`config.mk`:
```
export PLATFORM = sky130hd
export DESIGN_NAME = mul_exec_pipe
export DESIGN_NICKNAME = d
export VERILOG_FILES = /design/src/rtl/mul_exec_pipe.sv
export SDC_FILE = /design/constraint.sdc
export NUM_CORES = 2
export LEC_CHECK = 0
export ABC_CLOCK_PERIOD_IN_PS = 10600
export BUFFER_PORTS_ARGS = -buffer_cell sky130_fd_sc_hd__clkbuf_2
export CAP_MARGIN = 20
export CORE_MARGIN = 4
export CORE_UTILIZATION = 66
export DETAILED_ROUTE_END_ITERATION = 12
export PLACE_DENSITY = 0.84
export SLEW_MARGIN = 20
export SYNTH_ARGS = -nofsm -noshare
export SYNTH_HDL_FRONTEND = slang
export SYNTH_SLANG_ARGS = --single-unit
```
`constraint.sdc`:
```
create_clock -name clk -period 10.6 [get_ports clk]
set_input_delay 1.59 -clock clk [delete_from_list [all_inputs] [get_ports clk]]
set_output_delay 1.59 -clock clk [all_outputs]
set_load 0.02 [all_outputs]
```
`src/rtl/mul_exec_pipe.sv`:
```
// Three-stage integer multiplier (MUL/MULH/MULHSU/MULHU) for the mul result bus.
// Ports: issue/operands/sideband in, branch resolve in, exrslt/exdst/flags out.
module mul_exec_pipe #(
  parameter int DATA_LEN    = 32,
  parameter int RRF_SEL     = 6,
  parameter int SPECTAG_LEN = 5
) (
  input  logic                   clk,
  input  logic                   reset,
  input  logic                   issue,
  input  logic [DATA_LEN-1:0]    ex_src1,
  input  logic [DATA_LEN-1:0]    ex_src2,
  input  logic                   src1_signed,
  input  logic                   src2_signed,
  input  logic                   sel_lohi,
  input  logic [RRF_SEL-1:0]     rrftag,
  input  logic                   dstval,
  input  logic [SPECTAG_LEN-1:0] spectag,
  input  logic                   specbit,
  input  logic                   prmiss,
  input  logic                   prsuccess,
  input  logic [SPECTAG_LEN-1:0] prtag,
  input  logic [SPECTAG_LEN-1:0] specfixtag,
  output logic                   result_valid,
  output logic [DATA_LEN-1:0]    exrslt,
  output logic [RRF_SEL-1:0]     exdst,
  output logic                   rrf_we,
  output logic                   kill_spec,
  output logic                   out_specbit,
  output logic                   pipe_busy
);

  localparam int PW = 2 * DATA_LEN;

  logic                   v1, v2, v3;
  logic [DATA_LEN:0]      a1, b1;
  logic [PW-1:0]          p2;
  logic [SPECTAG_LEN-1:0] t1, t2, t3;
  logic                   sb1, sb2, sb3;
  logic [RRF_SEL-1:0]     d1, d2, d3;
  logic                   dv1, dv2, dv3;
  logic                   lh1, lh2;
  logic [DATA_LEN-1:0]    r3;

  // Squash test and speculation-clear test for an op carrying tag t.
  function automatic logic hit(input logic [SPECTAG_LEN-1:0] t);
    return prmiss & (|(t & specfixtag));
  endfunction

  function automatic logic clr(input logic [SPECTAG_LEN-1:0] t);
    return prsuccess & (t == prtag);
  endfunction

  // Sign-extend the 33-bit operands to the product width; the low
  // 2*DATA_LEN bits of this product equal the truncated full product.
  logic [PW-1:0] a_ext, b_ext, prod;
  assign a_ext = {{(PW-DATA_LEN-1){a1[DATA_LEN]}}, a1};
  assign b_ext = {{(PW-DATA_LEN-1){b1[DATA_LEN]}}, b1};
  assign prod  = a_ext * b_ext;

  always_ff @(posedge clk) begin
    if (reset) begin
      v1 <= 1'b0; v2 <= 1'b0; v3 <= 1'b0;
      a1 <= '0;   b1 <= '0;   p2 <= '0;  r3 <= '0;
      t1 <= '0;   t2 <= '0;   t3 <= '0;
      sb1 <= 1'b0; sb2 <= 1'b0; sb3 <= 1'b0;
      d1 <= '0;   d2 <= '0;   d3 <= '0;
      dv1 <= 1'b0; dv2 <= 1'b0; dv3 <= 1'b0;
      lh1 <= 1'b0; lh2 <= 1'b0;
    end else begin
      v1 <= issue & ~hit(spectag);
      v2 <= v1 & ~hit(t1);
      v3 <= v2 & ~hit(t2);
      if (issue) begin
        a1  <= {src1_signed & ex_src1[DATA_LEN-1], ex_src1};
        b1  <= {src2_signed & ex_src2[DATA_LEN-1], ex_src2};
        t1  <= spectag;
        sb1 <= specbit & ~clr(spectag);
        d1  <= rrftag;
        dv1 <= dstval;
        lh1 <= sel_lohi;
      end
      if (v1) begin
        p2  <= prod;
        t2  <= t1;
        sb2 <= sb1 & ~clr(t1);
        d2  <= d1;
        dv2 <= dv1;
        lh2 <= lh1;
      end
      if (v2) begin
        r3  <= lh2 ? p2[PW-1:DATA_LEN] : p2[DATA_LEN-1:0];
        t3  <= t2;
        sb3 <= sb2 & ~clr(t2);
        d3  <= d2;
        dv3 <= dv2;
      end
    end
  end

  assign result_valid = v3;
  assign exrslt       = r3;
  assign exdst        = d3;
  assign rrf_we       = v3 & dv3;
  assign kill_spec    = v3 & hit(t3);
  assign out_specbit  = sb3;
  assign pipe_busy    = v1 | v2 | v3;

endmodule

```
==> results.json <==
{
  "status": "complete, no violations",
  "finalCritPeriodShare": 0.876,
  "synth_area_per_cell_um2": 9.40,
  "synth_area_leaders": "fa_1, dfxtp_1, inv_1, and2_1, ha_1",
  "dp_hpwl_um": 95300,
  "core_area_um2": 69100,
  "grt_pass1_wl_um": 195000,
  "synth-edff-count": 0,
  "fillers": 5053,
  "clkLatencyLatePin_ps": 550,
  "fin_ws_ps": 1310,
  "die_h_um": 273,
  "min_period_ps": 9290,
  "postCtsSetupBuffers": 0,
  "h-tree-depth": 1,
  "fmax_mhz": 108,
  "cpLargestDelayFamily": "adder cells",
  "wire_per_inst_um": 20.2,
  "numClockSinks": 206,
  "row_count": 96,
  "ctsHoldBuffers": 0,
  "port_buffers": 137,
  "whs_ps": 455,
  "yosysTopAreaCellShare": 0.487,
  "rsz0062_at_grt": "false",
  "clockRootBuffer": "clkbuf_16",
  "crit_slowest_cell": "dfxtp_1",
  "initial_utilization": 0.670,
  "die_x_um": 273,
  "ys_seq_elements": 206,
  "leakagePower_uw": 0.0246,
  "ir_worst_vdd_mv": 0.133,
  "dieArea_um2": 74400,
  "min_path_type": "flop to flop",
  "yosysWarnings": 0,
  "grt_pass1_vias": 37500,
  "cts_tree": "built",
  "crit_fanout": 34,
  "fin_skew_ps": 18.2,
  "drt_iter0_drc": 2229,
  "critPathBufInv": 4,
  "antenna_left": 0,
  "max_slew.worst_pin.slew_ps": 1140,
  "async_flop_share": 0,
  "utilization": 0.699,
  "ctsResizeCount": 0,
  "cts_buffer_depth": 3,
  "synth-seq-area-share": 0.0892,
  "vias": 33500,
  "crit_path_frequent_cell": "fa_1",
  "critPathKind": "flop to flop",
  "netlist_area_um2": 46200,
  "drv_slew": 0,
  "postSynthCellCount": 4919,
  "place_congestion": 0.941,
  "drive_above_1_share": 0.0606,
  "yosysMostFrequentCell": "fa_1",
  "hold_viol_final": 0,
  "cpPeakStageDelay_ps": 980,
  "critPathLaunchType": "flop",
  "required_ps": 11000,
  "synthTopCellsByCount": "fa_1, inv_1, nand2_1",
  "tns_ps": 0,
  "grt_max_degree": 83,
  "globalRouteOverflowTotal": 0,
  "cp.arrival_ps": 9690,
  "pre_cts_ws_ps": 1170,
  "setup-violations-final": 0,
  "slew_headroom": 0.241,
  "drcViolationCount": 0,
  "crit_path_end_kind": "flop",
  "powerDensity_nw_per_um2": 101,
  "synth_largest_area_cell": "fa_1",
  "areaGrowthSynthToFinish_pct": 4.45,
  "clk_pin_slew_ps": 80,
  "worstPathCellList": "and2_1 -> fa_1 -> fa_1 -> fa_2 -> inv_1 -> fa_1 -> inv_1 -> fa_1 -> fa_1 -> fa_1 -> inv_1 -> fa_1 -> inv_1 -> ha_1 -> nand4_1 -> nor3_1 -> and4b_1 -> and3_1 -> a211oi_2 -> nand4b_1 -> a21o_1 -> a311oi_1 -> or4_1 -> o211ai_1",
  "fin_nets": 6302,
  "grt_use_total": 0.330,
  "wirelength_um": 118000,
  "syn_nets": 6351,
  "first_pass_iters": 7,
  "ys.flop_type": "dfxtp_1",
  "cts_made_buffers": 23,
  "antenna_found_initial": 4,
  "maxCapViolCount": 0,
  "io_pins": 138,
  "synth_cell_types": 80,
  "viasPerCell": 5.75
}
## state kept, by name, indices dropped and copies added (netlist names)
register / flops
b1: 33
dv1: 1
sb2: 1
lh1: 1
dv3: 1
p2: 64
v2: 1
out_specbit: 1
result_valid: 1
v1: 1
sb1: 1
t1: 5
t3: 5
d1: 6
lh2: 1
t2: 5
dv2: 1
exrslt: 32
exdst: 6
a1: 33
d2: 6
## per-layer routing
| metal | global-route usage | vias to the layer above | wire length, um |
|---|---|---|---|
| met5 | 0 | - | 18 |
| met1 | 0.409 | 17200 | 43100 |
| li1 | - | 14300 | - |
| met4 | 0.152 | 2 | 6320 |
| met3 | 0.0544 | 422 | 8660 |
| met2 | 0.570 | 1487 | 59600 |
## path summary, 6_finish.rpt
| path | start | end | slack, ps | depth (start not counted) |
|---|---|---|---|---|
| setup reg to reg | b1[1]$_SDFFE_PP0P_ | p2[62]$_SDFFE_PP0P_ | 1310 | 24 |
| setup / recovery | b1[1]$_SDFFE_PP0P_ | p2[62]$_SDFFE_PP0P_ | 1310 | 24 |
| hold reg to reg | p2[52]$_SDFFE_PP0P_ | p2[52]$_SDFFE_PP0P_ | 460 | 2 |
| hold / removal | p2[52]$_SDFFE_PP0P_ | p2[52]$_SDFFE_PP0P_ | 460 | 2 |
## where the power goes
| group | switching [uW] | total [uW] | internal (uW) |
|---|---|---|---|
| sequential | 94.7 | 933 | 838 |
| clock | 386 | 875 | 489 |
| combinational | 1920 | 3070 | 1150 |
| total | 2400 | 4880 | 2480 |
## layout by cell type (no fill, tap or decap), drive strengths merged, types with 4 or more instances in the layout
master  synthesis  layout
a41oi           4       4
nand4          14      14
xnor2          51      51
xor2           34      34
clkbuf        260     160
nand3          27      27
a22oi           4       4
nand2         569     569
o21bai         14      14
a21o           32      32
a31oi           5       5
nand4b          5       5
nand2b         15      15
dfxtp         206     206
ha            212     212
or4             7       7
o21a            7       7
nor3           10      10
clkinv          0       4
or3             6       6
o211ai          8       8
o21ai          29      29
o31ai           7       7
a211oi         49      49
nor2b          34      34
fa           1125    1125
and3            4       4
nor2          221     221
a21oi          86      86
and2          552     552
a222oi          4       4
nor4            6       6
buf            23      75
inv          1081    1088
mux2i         171     171
## worst register-to-register path, delay by kind of cell, from the launching register on
family / cells / cell delay (ps)
buffers and inverters: 4 / 650
and+or+nand+nor: 7 / 1370
adders and majority gates: 9 / 5090
AOI/OAI and AO/OA: 4 / 1030
DFF: 1 / 980
## cell families (layout without fill, tap and decap cells)
group	count (synthesis)	after routing	synth area share
buf+inv	1365	1333	0.113
simple gates	1478	1478	0.158
compound gates	277	277	0.0423
other cells	0	3	0
flops	206	206	0.0892
fa+ha+maj	1337	1337	0.544
xor+xnor	85	85	0.0161
mux	171	171	0.0370
## final cells by class
| type | count | area [um^2] | area share |
|---|---|---|---|
| clock inverter | 17 | 221 | 0.00459 |
| multi-input combinational | 3348 | 36900 | 0.764 |
| sequential | 206 | 4140 | 0.0858 |
| antenna | 3 | 7.51 | 0.000155 |
| inverter | 1081 | 4060 | 0.0840 |
| clock buffer | 25 | 583 | 0.0121 |
| tap | 931 | 1160 | 0.0241 |
| timing repair buffer | 210 | 1240 | 0.0257 |
## metrics by stage
step,total power [uW],std cells,area [um^2]
floorplan,3150,4919,46200
global placement,3890,5776,47500
detailed placement,3980,5776,47500
CTS,4870,5818,48300
global route,5270,5820,48300
finish,4880,5821,48300
Note: power is estimated with default switching activity, not from simulation.
